**config.mk**
```make
export PLATFORM = sky130hd
export DESIGN_NAME = memory_controller_flat
export DESIGN_NICKNAME = d
export VERILOG_FILES = /design/src/rtl/memory_controller_if.sv /design/src/rtl/memory_controller.sv /design/src/flat_wrapper.sv
export SDC_FILE = /design/constraint.sdc
export NUM_CORES = 1
export LEC_CHECK = 0
export BUFFER_PORTS_ARGS = -buffer_cell sky130_fd_sc_hd__buf_4
export CORE_MARGIN = 2
export CORE_UTILIZATION = 40
export CTS_BUF_LIST = sky130_fd_sc_hd__clkbuf_8
export DETAILED_ROUTE_END_ITERATION = 16
export GPL_ROUTABILITY_DRIVEN = 0
export HOLD_SLACK_MARGIN = 0.05
export SYNTH_ARGS = -nofsm -noshare
export SYNTH_HDL_FRONTEND = slang
export SYNTH_SLANG_ARGS = --single-unit
```
**constraint.sdc**
```tcl
create_clock -name i_clk -period 5.6 [get_ports i_clk]
set_input_delay 0.28 -clock i_clk [delete_from_list [all_inputs] [get_ports i_clk]]
set_output_delay 0.28 -clock i_clk [all_outputs]
set_load 0.005 [all_outputs]
```
**src/rtl/memory_controller_if.sv**
```systemverilog
// Requester and RAM-side signal bundle for the shared byte-wide memory port.
// slave = controller side, master = the core/RAM environment side.
interface memory_controller_if #(
  parameter int ADDR_WIDTH = 17
);
  logic                  inst_valid;
  logic [ADDR_WIDTH-1:0] inst_addr;
  logic                  inst_flush;
  logic                  inst_done;
  logic [31:0]           inst_rdata;
  logic                  data_valid;
  logic                  data_write;
  logic [1:0]            data_size;
  logic [ADDR_WIDTH-1:0] data_addr;
  logic [31:0]           data_wdata;
  logic                  data_done;
  logic [31:0]           data_rdata;
  logic [7:0]            mem_din;
  logic [7:0]            mem_dout;
  logic [ADDR_WIDTH-1:0] mem_a;
  logic                  mem_wr;

  modport slave (
    input  inst_valid, inst_addr, inst_flush,
    input  data_valid, data_write, data_size, data_addr, data_wdata,
    input  mem_din,
    output inst_done, inst_rdata, data_done, data_rdata,
    output mem_dout, mem_a, mem_wr
  );

  modport master (
    output inst_valid, inst_addr, inst_flush,
    output data_valid, data_write, data_size, data_addr, data_wdata,
    output mem_din,
    input  inst_done, inst_rdata, data_done, data_rdata,
    input  mem_dout, mem_a, mem_wr
  );
endinterface

```
**src/rtl/memory_controller.sv**
```systemverilog
// Round-robin arbiter between instruction fetch and load/store unit that
// serialises each request into byte accesses on a registered single-port RAM.
module memory_controller #(
  parameter int ADDR_WIDTH = 17,
  parameter int DATA_WIDTH = 32
) (
  input  logic                i_clk,
  input  logic                i_rst,
  input  logic                i_rdy,
  memory_controller_if.slave  bus
);
  typedef enum logic [1:0] {S_IDLE, S_READ, S_WRITE, S_DONE} state_t;

  state_t                r_state;
  logic                  r_last_data;
  logic                  r_is_data;
  logic [2:0]            r_cnt;
  logic [2:0]            r_nbytes;
  logic [ADDR_WIDTH-1:0] r_mem_a;
  logic [7:0]            r_mem_dout;
  logic                  r_mem_wr;
  logic                  r_inst_done;
  logic                  r_data_done;
  logic [DATA_WIDTH-1:0] r_inst_rdata;
  logic [DATA_WIDTH-1:0] r_data_rdata;
  logic [DATA_WIDTH-1:0] r_buf;
  logic [DATA_WIDTH-1:0] r_wdata;

  logic                  w_inst_req;
  logic                  w_data_req;
  logic                  w_grant_data;
  logic [2:0]            w_data_n;
  logic [1:0]            w_cap_idx;
  logic [1:0]            w_nidx;
  logic [DATA_WIDTH-1:0] w_buf_next;
  logic [7:0]            w_next_byte;

  assign w_inst_req   = bus.inst_valid & ~bus.inst_flush;
  assign w_data_req   = bus.data_valid;
  // On contention the requester that did not win last time gets the port
  assign w_grant_data = w_data_req & (~w_inst_req | ~r_last_data);
  assign w_cap_idx    = 2'(r_cnt - 3'd1);
  assign w_nidx       = 2'(r_cnt + 3'd1);

  always_comb begin
    w_data_n = 3'd4;
    case (bus.data_size)
      2'd0:    w_data_n = 3'd1;
      2'd1:    w_data_n = 3'd2;
      default: w_data_n = 3'd4;
    endcase
  end

  always_comb begin
    w_buf_next = r_buf;
    w_buf_next[{w_cap_idx, 3'b000} +: 8] = bus.mem_din;
    w_next_byte = r_wdata[{w_nidx, 3'b000} +: 8];
  end

  always_ff @(posedge i_clk) begin
    if (i_rst) begin
      r_state      <= S_IDLE;
      r_last_data  <= 1'b1;
      r_is_data    <= 1'b0;
      r_cnt        <= '0;
      r_nbytes     <= '0;
      r_mem_a      <= '0;
      r_mem_dout   <= '0;
      r_mem_wr     <= 1'b0;
      r_inst_done  <= 1'b0;
      r_data_done  <= 1'b0;
      r_inst_rdata <= '0;
      r_data_rdata <= '0;
      r_buf        <= '0;
      r_wdata      <= '0;
    end else if (i_rdy) begin
      case (r_state)
        S_IDLE: begin
          if (w_inst_req || w_data_req) begin
            r_last_data <= w_grant_data;
            r_is_data   <= w_grant_data;
            r_cnt       <= '0;
            r_buf       <= '0;
            if (w_grant_data) begin
              r_mem_a  <= bus.data_addr;
              r_nbytes <= w_data_n;
              r_wdata  <= bus.data_wdata;
              if (bus.data_write) begin
                r_state    <= S_WRITE;
                r_mem_dout <= bus.data_wdata[7:0];
                r_mem_wr   <= 1'b1;
              end else begin
                r_state <= S_READ;
              end
            end else begin
              r_mem_a  <= bus.inst_addr;
              r_nbytes <= 3'd4;
              r_state  <= S_READ;
            end
          end
        end
        S_READ: begin
          // r_cnt = j in cycle c(j+1): address j is out, byte j-1 is on mem_din
          if (!r_is_data && bus.inst_flush) begin
            r_state <= S_IDLE;
          end else begin
            if (r_cnt != 3'd0) r_buf <= w_buf_next;
            if (r_cnt == r_nbytes) begin
              r_state <= S_DONE;
              if (r_is_data) begin
                r_data_rdata <= w_buf_next;
                r_data_done  <= 1'b1;
              end else begin
                r_inst_rdata <= w_buf_next;
                r_inst_done  <= 1'b1;
              end
            end else begin
              r_cnt <= r_cnt + 3'd1;
              if (r_cnt + 3'd1 < r_nbytes) r_mem_a <= r_mem_a + ADDR_WIDTH'(1);
            end
          end
        end
        S_WRITE: begin
          if (r_cnt == r_nbytes - 3'd1) begin
            r_mem_wr    <= 1'b0;
            r_state     <= S_DONE;
            r_data_done <= 1'b1;
          end else begin
            r_cnt      <= r_cnt + 3'd1;
            r_mem_a    <= r_mem_a + ADDR_WIDTH'(1);
            r_mem_dout <= w_next_byte;
          end
        end
        default: begin
          r_inst_done <= 1'b0;
          r_data_done <= 1'b0;
          r_state     <= S_IDLE;
        end
      endcase
    end
  end

  assign bus.mem_a      = r_mem_a;
  assign bus.mem_dout   = r_mem_dout;
  assign bus.mem_wr     = r_mem_wr & i_rdy;
  assign bus.inst_done  = r_inst_done;
  assign bus.data_done  = r_data_done;
  assign bus.inst_rdata = r_inst_rdata;
  assign bus.data_rdata = r_data_rdata;
endmodule

```
**src/flat_wrapper.sv**
```systemverilog
// flat-port wrapper written by rule: the top's interface ports become plain ports
module memory_controller_flat 
#(
  parameter int ADDR_WIDTH = 17,
  parameter int DATA_WIDTH = 32
)
  (i_clk, i_rst, i_rdy, bus_inst_valid, bus_inst_addr, bus_inst_flush, bus_data_valid, bus_data_write, bus_data_size, bus_data_addr, bus_data_wdata, bus_mem_din, bus_inst_done, bus_inst_rdata, bus_data_done, bus_data_rdata, bus_mem_dout, bus_mem_a, bus_mem_wr);
  memory_controller_if #(.ADDR_WIDTH(ADDR_WIDTH)) bus_i ();
  input  logic i_clk;
  input  logic i_rst;
  input  logic i_rdy;
  input wire logic [$bits(bus_i.inst_valid)-1:0] bus_inst_valid;
  input wire logic [$bits(bus_i.inst_addr)-1:0] bus_inst_addr;
  input wire logic [$bits(bus_i.inst_flush)-1:0] bus_inst_flush;
  input wire logic [$bits(bus_i.data_valid)-1:0] bus_data_valid;
  input wire logic [$bits(bus_i.data_write)-1:0] bus_data_write;
  input wire logic [$bits(bus_i.data_size)-1:0] bus_data_size;
  input wire logic [$bits(bus_i.data_addr)-1:0] bus_data_addr;
  input wire logic [$bits(bus_i.data_wdata)-1:0] bus_data_wdata;
  input wire logic [$bits(bus_i.mem_din)-1:0] bus_mem_din;
  output wire logic [$bits(bus_i.inst_done)-1:0] bus_inst_done;
  output wire logic [$bits(bus_i.inst_rdata)-1:0] bus_inst_rdata;
  output wire logic [$bits(bus_i.data_done)-1:0] bus_data_done;
  output wire logic [$bits(bus_i.data_rdata)-1:0] bus_data_rdata;
  output wire logic [$bits(bus_i.mem_dout)-1:0] bus_mem_dout;
  output wire logic [$bits(bus_i.mem_a)-1:0] bus_mem_a;
  output wire logic [$bits(bus_i.mem_wr)-1:0] bus_mem_wr;
  assign bus_i.inst_valid = bus_inst_valid;
  assign bus_i.inst_addr = bus_inst_addr;
  assign bus_i.inst_flush = bus_inst_flush;
  assign bus_i.data_valid = bus_data_valid;
  assign bus_i.data_write = bus_data_write;
  assign bus_i.data_size = bus_data_size;
  assign bus_i.data_addr = bus_data_addr;
  assign bus_i.data_wdata = bus_data_wdata;
  assign bus_i.mem_din = bus_mem_din;
  assign bus_inst_done = bus_i.inst_done;
  assign bus_inst_rdata = bus_i.inst_rdata;
  assign bus_data_done = bus_i.data_done;
  assign bus_data_rdata = bus_i.data_rdata;
  assign bus_mem_dout = bus_i.mem_dout;
  assign bus_mem_a = bus_i.mem_a;
  assign bus_mem_wr = bus_i.mem_wr;
  memory_controller #(.ADDR_WIDTH(ADDR_WIDTH), .DATA_WIDTH(DATA_WIDTH)) u_core (.i_clk(i_clk), .i_rst(i_rst), .i_rdy(i_rdy), .bus(bus_i));
endmodule
```
=== Yosys cells after proc, flatten, opt, wreduce, memory -nomap -nowiden ===
Cells that the tools add are included.

* Add/subtract/negate cells: 5
* $lt $le $gt $ge: 1
* Eq/ne operators: 18
* Shift-type cells: 3
* Mux-type cells: 45
* Bitwise logic cells: 11
* Reduce and logical (&&, ||, !) cells: 22

{| class="wikitable"
|+ Operators by type and width
! cell !! number
|-
| $mux W17 || 6
|-
| $mux W32 || 3
|-
| $pmux W32 S2 || 1
|-
| $pmux W17 S3 || 1
|-
| $bwmux W32 || 1
|-
| $mux W8 || 4
|-
| $shift A8 B7 Y32 const A || 1
|-
| $shiftx A32 B6 Y8 || 1
|-
| $shiftx A8 B7 Y32 || 1
|-
| $reduce_and A6 Y1 || 4
|-
| $reduce_and A5 Y1 || 4
|-
| $add A17 B1 Y17 const B || 1
|-
| $pmux W8 S2 || 1
|-
| $mux W3 || 5
|-
| $ne A2 B1 Y1 const B || 7
|-
| $mux W2 || 6
|-
| $mux W1 || 11
|-
| $ne A2 B2 Y1 const B || 5
|-
| $pmux W3 S3 || 1
|-
| $reduce_and A4 Y1 || 2
|-
| $neg A5 Y7 || 1
|-
| $not A1 Y1 || 7
|-
| $reduce_and A7 Y1 || 1
|-
| $eq A3 B3 Y1 || 2
|-
| 21 further kinds || 28
|}

* Flip-flop bits (word level): 166

=== Logic depth before layout (Yosys ltp) ===
* Depth after elaboration: 8
* Mapped depth: 10

=== Worst setup path before layout ===
Ideal clock, no wire load.

* Kind: register -> register
* Start point: reg u_core.r_cnt[0]
* End point: reg u_core.r_mem_a[13] (netlist: u_core.bus.mem_a[13])
* Library setup time: 92 ps
* Data arrival time: 2453 ps
* Data required time: 5508 ps
* Setup slack: 3055 ps
* Cell stages (with the launch flop): 10
* Buffers on the path: 1
* Period minus slack after synthesis: 2545 ps
* Cell sequence: dfxtp_1 -> inv_1 -> ha_1 -> ha_1 -> nor2b_1 -> o211a_1 -> a21oi_1 -> clkbuf_1 -> nand2_2 -> o32ai_1

* Word-level cells in the longest chain between the ends: 4
* Elaborated cells on any way between the ends: 8

{| class="wikitable"
|+ Ends and longest elaborated chain
! item !! RTL line !! source
|-
| start: declaration || memory_controller.sv:17 || <nowiki>logic [2:0] r_cnt;</nowiki>
|-
| start signal: assignment || memory_controller.sv:118 || <nowiki>r_cnt <= r_cnt + 3'd1;</nowiki>
|-
| start signal: assignment || memory_controller.sv:129 || <nowiki>r_cnt <= r_cnt + 3'd1;</nowiki>
|-
| $add A3 B1 Y3 || n/a ||
|-
| $lt A3 B3 Y1 || memory_controller.sv:119 || <nowiki>if (r_cnt + 3'd1 < r_nbytes) r_mem_a <= r_mem_a + ADDR_WIDTH'(1);</nowiki>
|-
| $ne A2 B1 Y1 (no source line) || n/a ||
|-
| $reduce_and A7 Y1 (no source line) (*) || n/a ||
|-
| end signal: assignment || memory_controller.sv:96 || <nowiki>r_mem_a <= bus.inst_addr;</nowiki>
|-
| end signal: assignment || memory_controller.sv:119 ||
|-
| end signal: assignment || memory_controller.sv:130 || <nowiki>r_mem_a <= r_mem_a + ADDR_WIDTH'(1);</nowiki>
|-
| end: declaration || memory_controller.sv:19 || <nowiki>logic [ADDR_WIDTH-1:0] r_mem_a;</nowiki>
|}

Mark *: on every way between the ends. The rest lies on a longest branch, timed or not.
A chain may end at the register's enable or synchronous reset.

=== Worst setup path after layout ===
* Start point: reg u_core.r_cnt[0]
* End point: reg u_core.r_mem_a[9] (netlist: u_core.bus.mem_a[9])

The elaborated chain is that of the path after synthesis.

==> out/results.ini <==
[outcome]
outcome = completed

[synth]
ys.flop_type = dfxtp_1
synth_nets = 1000
async_flop_share_pct = 0
yosysSeqAreaShare_pct = 43.5
yosys_register_bits = 166
synth_cells = 902
yosys_warnings = 0
synth.avg_cell_area_sq_um = 8.48
synth-edff-count = 0
netlist_area_sq_um = 7640
ys_types = 56

[critical_path]
cp.required_ns = 5.99
critical_path_class = flop to flop
crit_family = compound AO/OA/AOI/OAI gates
crit_fanout = 18
ff2ff_setup_slack_ns = 1.75
arrival_ns = 4.25
rr_endpoint = u_core.bus.mem_a[9]$_SDFFE_PP0P_
slowest_delay_ns = 0.84
path_buf_inv = 1
r2r_cells = 8
r2r_start = u_core.r_cnt[0]$_SDFFE_PP0P_
startpoint = u_core.r_cnt[0]$_SDFFE_PP0P_
startpoint_type = flop
cpMaxStageDelayCell = dfxtp_1
path_cells = inv_1, ha_1, ha_1, nor2b_1, o211a_1, a211oi_1, a31oi_1, a31oi_1
crit_path_end_kind = flop

[cts]
numCtsBuffers = 17
cts_tree = built
clkTransAtPathRegs_ns = 0.09
cts_resized = 0
clock-root-buffer = clkbuf_8
ctsHoldBuffers = 25
htreeDepth = 4
cts.sinks = 166
cts_buffer_depth = 2
cts_setup_buffers = 0
clkLatencyLatePin_ns = 0.47

[global_route]
grt_pass1_wl_mm = 33.4
antenna_found_initial = 0
grt_overflow_total = 0
grt_max_degree = 108
first_global_vias = 6465
grt_usage_pct = 20.5

[floorplanning]
dieHeight_um = 142
dieArea_sq_um = 20200
start_util_pct = 40.9
die_x_um = 142
rows = 50
core_sq_um = 18700
pin_count = 175

[pwr]
p_leak_nw = 3.60
total_power_mw = 2.73
peakVddDrop_mv = 0.155
cellPowerDensity_nw_per_um2 = 281

[drt]
vias_per_cell = 5.36
ant_nets = 0
drtIter0Drc = 537
drtPass1Iterations = 5
drc_errors = 0
vias = 7000
post_drt_wl_per_cell_um = 15.9
wirelength_mm = 20.7

[min_path]
holdPathStages = 3
hold_class = primary input to flop
min_from = bus_data_wdata[29]
holdPathEnd = u_core.r_wdata[29]$_SDFFE_PP0P_

[place]
numPortBuffers = 174
dp_hpwl_mm = 13.7
dpl-instance-area_sq_um = 9050

[sta]
setup_violations = 0
skew_ns = 0.0114
slew_headroom_pct = 20.1
finalCriticalPeriod_ns = 3.85
setup-tns-final_ns = 0
tightest_slew_ns = 1.20
max_freq_mhz = 259
hold_violations = 0
rsz0062_at_grt = no
final.period_utilization_pct = 68.8
drv_slew = 0

[final_layout]
fin_area_sq_um = 9720
diodes = 0
syn_to_final_growth_pct = 27.2
layout.nets = 1156
drive_above_1_share_pct = 23.2

[flow_run]
maxCapViolCount = 0

sequential cells by signal (all words and copies together), names as in the netlist, 2 cells and up:
name and flops:
u_core.bus.data_rdata 32, u_core.bus.inst_rdata 32, u_core.r_buf 32, u_core.r_wdata 32
u_core.bus.mem_a 17, u_core.bus.mem_dout 8, u_core.r_cnt 3, u_core.r_nbytes 3
u_core.r_state 2
cell type report:
| type | count | area (sq um) |
|---|---|---|
| clock buffers | 21 | 289 |
| clock inverters | 11 | 136 |
| fillers | 1795 | 8980 |
| inverters | 13 | 48.8 |
| multi-input cells | 653 | 4020 |
| flip-flops and latches | 166 | 3320 |
| well taps | 234 | 293 |
| repair buffers | 207 | 1620 |
how the worst max path moves through the flow:
stage	cells after the start	endpoint
5_1_grt	8	u_core.bus.mem_a[4]$_SDFFE_PP0P_
2_1_floorplan	9	u_core.bus.mem_a[13]$_SDFFE_PP0P_
3_5_place_dp	8	u_core.bus.mem_a[8]$_SDFFE_PP0P_
3_3_place_gp	8	u_core.bus.mem_a[8]$_SDFFE_PP0P_
4_1_cts	8	u_core.bus.mem_a[16]$_SDFFE_PP0P_
6_report	8	u_core.bus.mem_a[9]$_SDFFE_PP0P_
cells in the mapped netlist (3+ instances only):
cell type,count,area [sq um]
buf_1,10,37.5
clkbuf_1,56,210
or3_1,33,206
inv_1,13,48.8
nor2_1,82,308
nor3_1,11,55.1
mux2i_1,12,120
a21oi_1,117,586
nor4_1,6,37.5
or4_1,3,22.5
xor2_1,3,26.3
nand4_1,9,56.3
buf_2,3,15.0
nand3_1,13,65.1
and2_1,3,18.8
o2111ai_1,3,26.3
nand2b_1,9,56.3
a211oi_1,79,593
dfxtp_1,166,3320
nand3b_1,3,22.5
ha_1,15,188
nand2_1,119,447
a31oi_1,13,81.3
o21bai_1,3,22.5
mux2_2,14,158
o21ai_0,12,60.1
mux4_2,8,180
o32ai_1,5,43.8
nor2b_1,35,219
and3_1,7,43.8
a31o_2,3,26.3
worst min-delay path, delay by kind of cell:
family / cells / cell delay, ns
AOI/OAI and AO/OA: 1 / 0.05
buffers and inverters: 1 / 0.11
and+or+nand+nor: 1 / 0.05
report_power, final:
group | switching (mW) | leakage (nW) | internal [mW]
Sequential | 0.0574 | 1.34 | 1.24
Clock | 0.462 | 0.216 | 0.454
Combinational | 0.297 | 2.04 | 0.222
cells by family after synthesis:
group                      after synthesis  synth area share, %
and+or+nand+nor                        343                 21.6
AOI/OAI and AO/OA                      256                 21.5
DFF                                    166                 43.5
buffers and inverters                   83                 4.17
muxes                                   34                 5.99
adders and majority gates               15                 2.45
xor gates and xnor gates                 5                0.786
layout by cell type, fill, tap and decap left out, drive strengths merged, types with 13 or more instances in the layout:
master       netlist  routed
or3               33      33
mux2              14      14
dlygate4sd3        0      25
nor2              82      82
inv               13      18
clkbuf            56      21
nand2            120     120
ha                15      15
nand3             13      13
buf               14     182
a21oi            117     117
a211oi            80      80
a31oi             13      13
nor2b             35      35
dfxtp            166     166
stage by stage:
step                      util, %  std cells  hold WS, ns  worst slack (ns)
after floorplan                 -        902        0.416              3.05
after global placement       48.4       1248        0.433              1.81
after detailed placement     48.4       1248        0.438              1.76
after CTS                    52.0       1305       0.0546              1.74
after global routing         52.0       1305       0.0562              1.43
final                        52.0       1305       0.0784              1.75
routing by layer:
| layer | vias up | track usage [%] | part of all wire [%] |
|---|---|---|---|
| met5 | - | 0 | 0 |
| met4 | 0 | 5.05 | 0.82 |
| met3 | 12 | 3.77 | 4.3 |
| met2 | 173 | 32.6 | 47 |
| met1 | 3261 | 28.8 | 48 |
| li1 | 3554 | - | - |
Power figures use the tool's default switching activity.
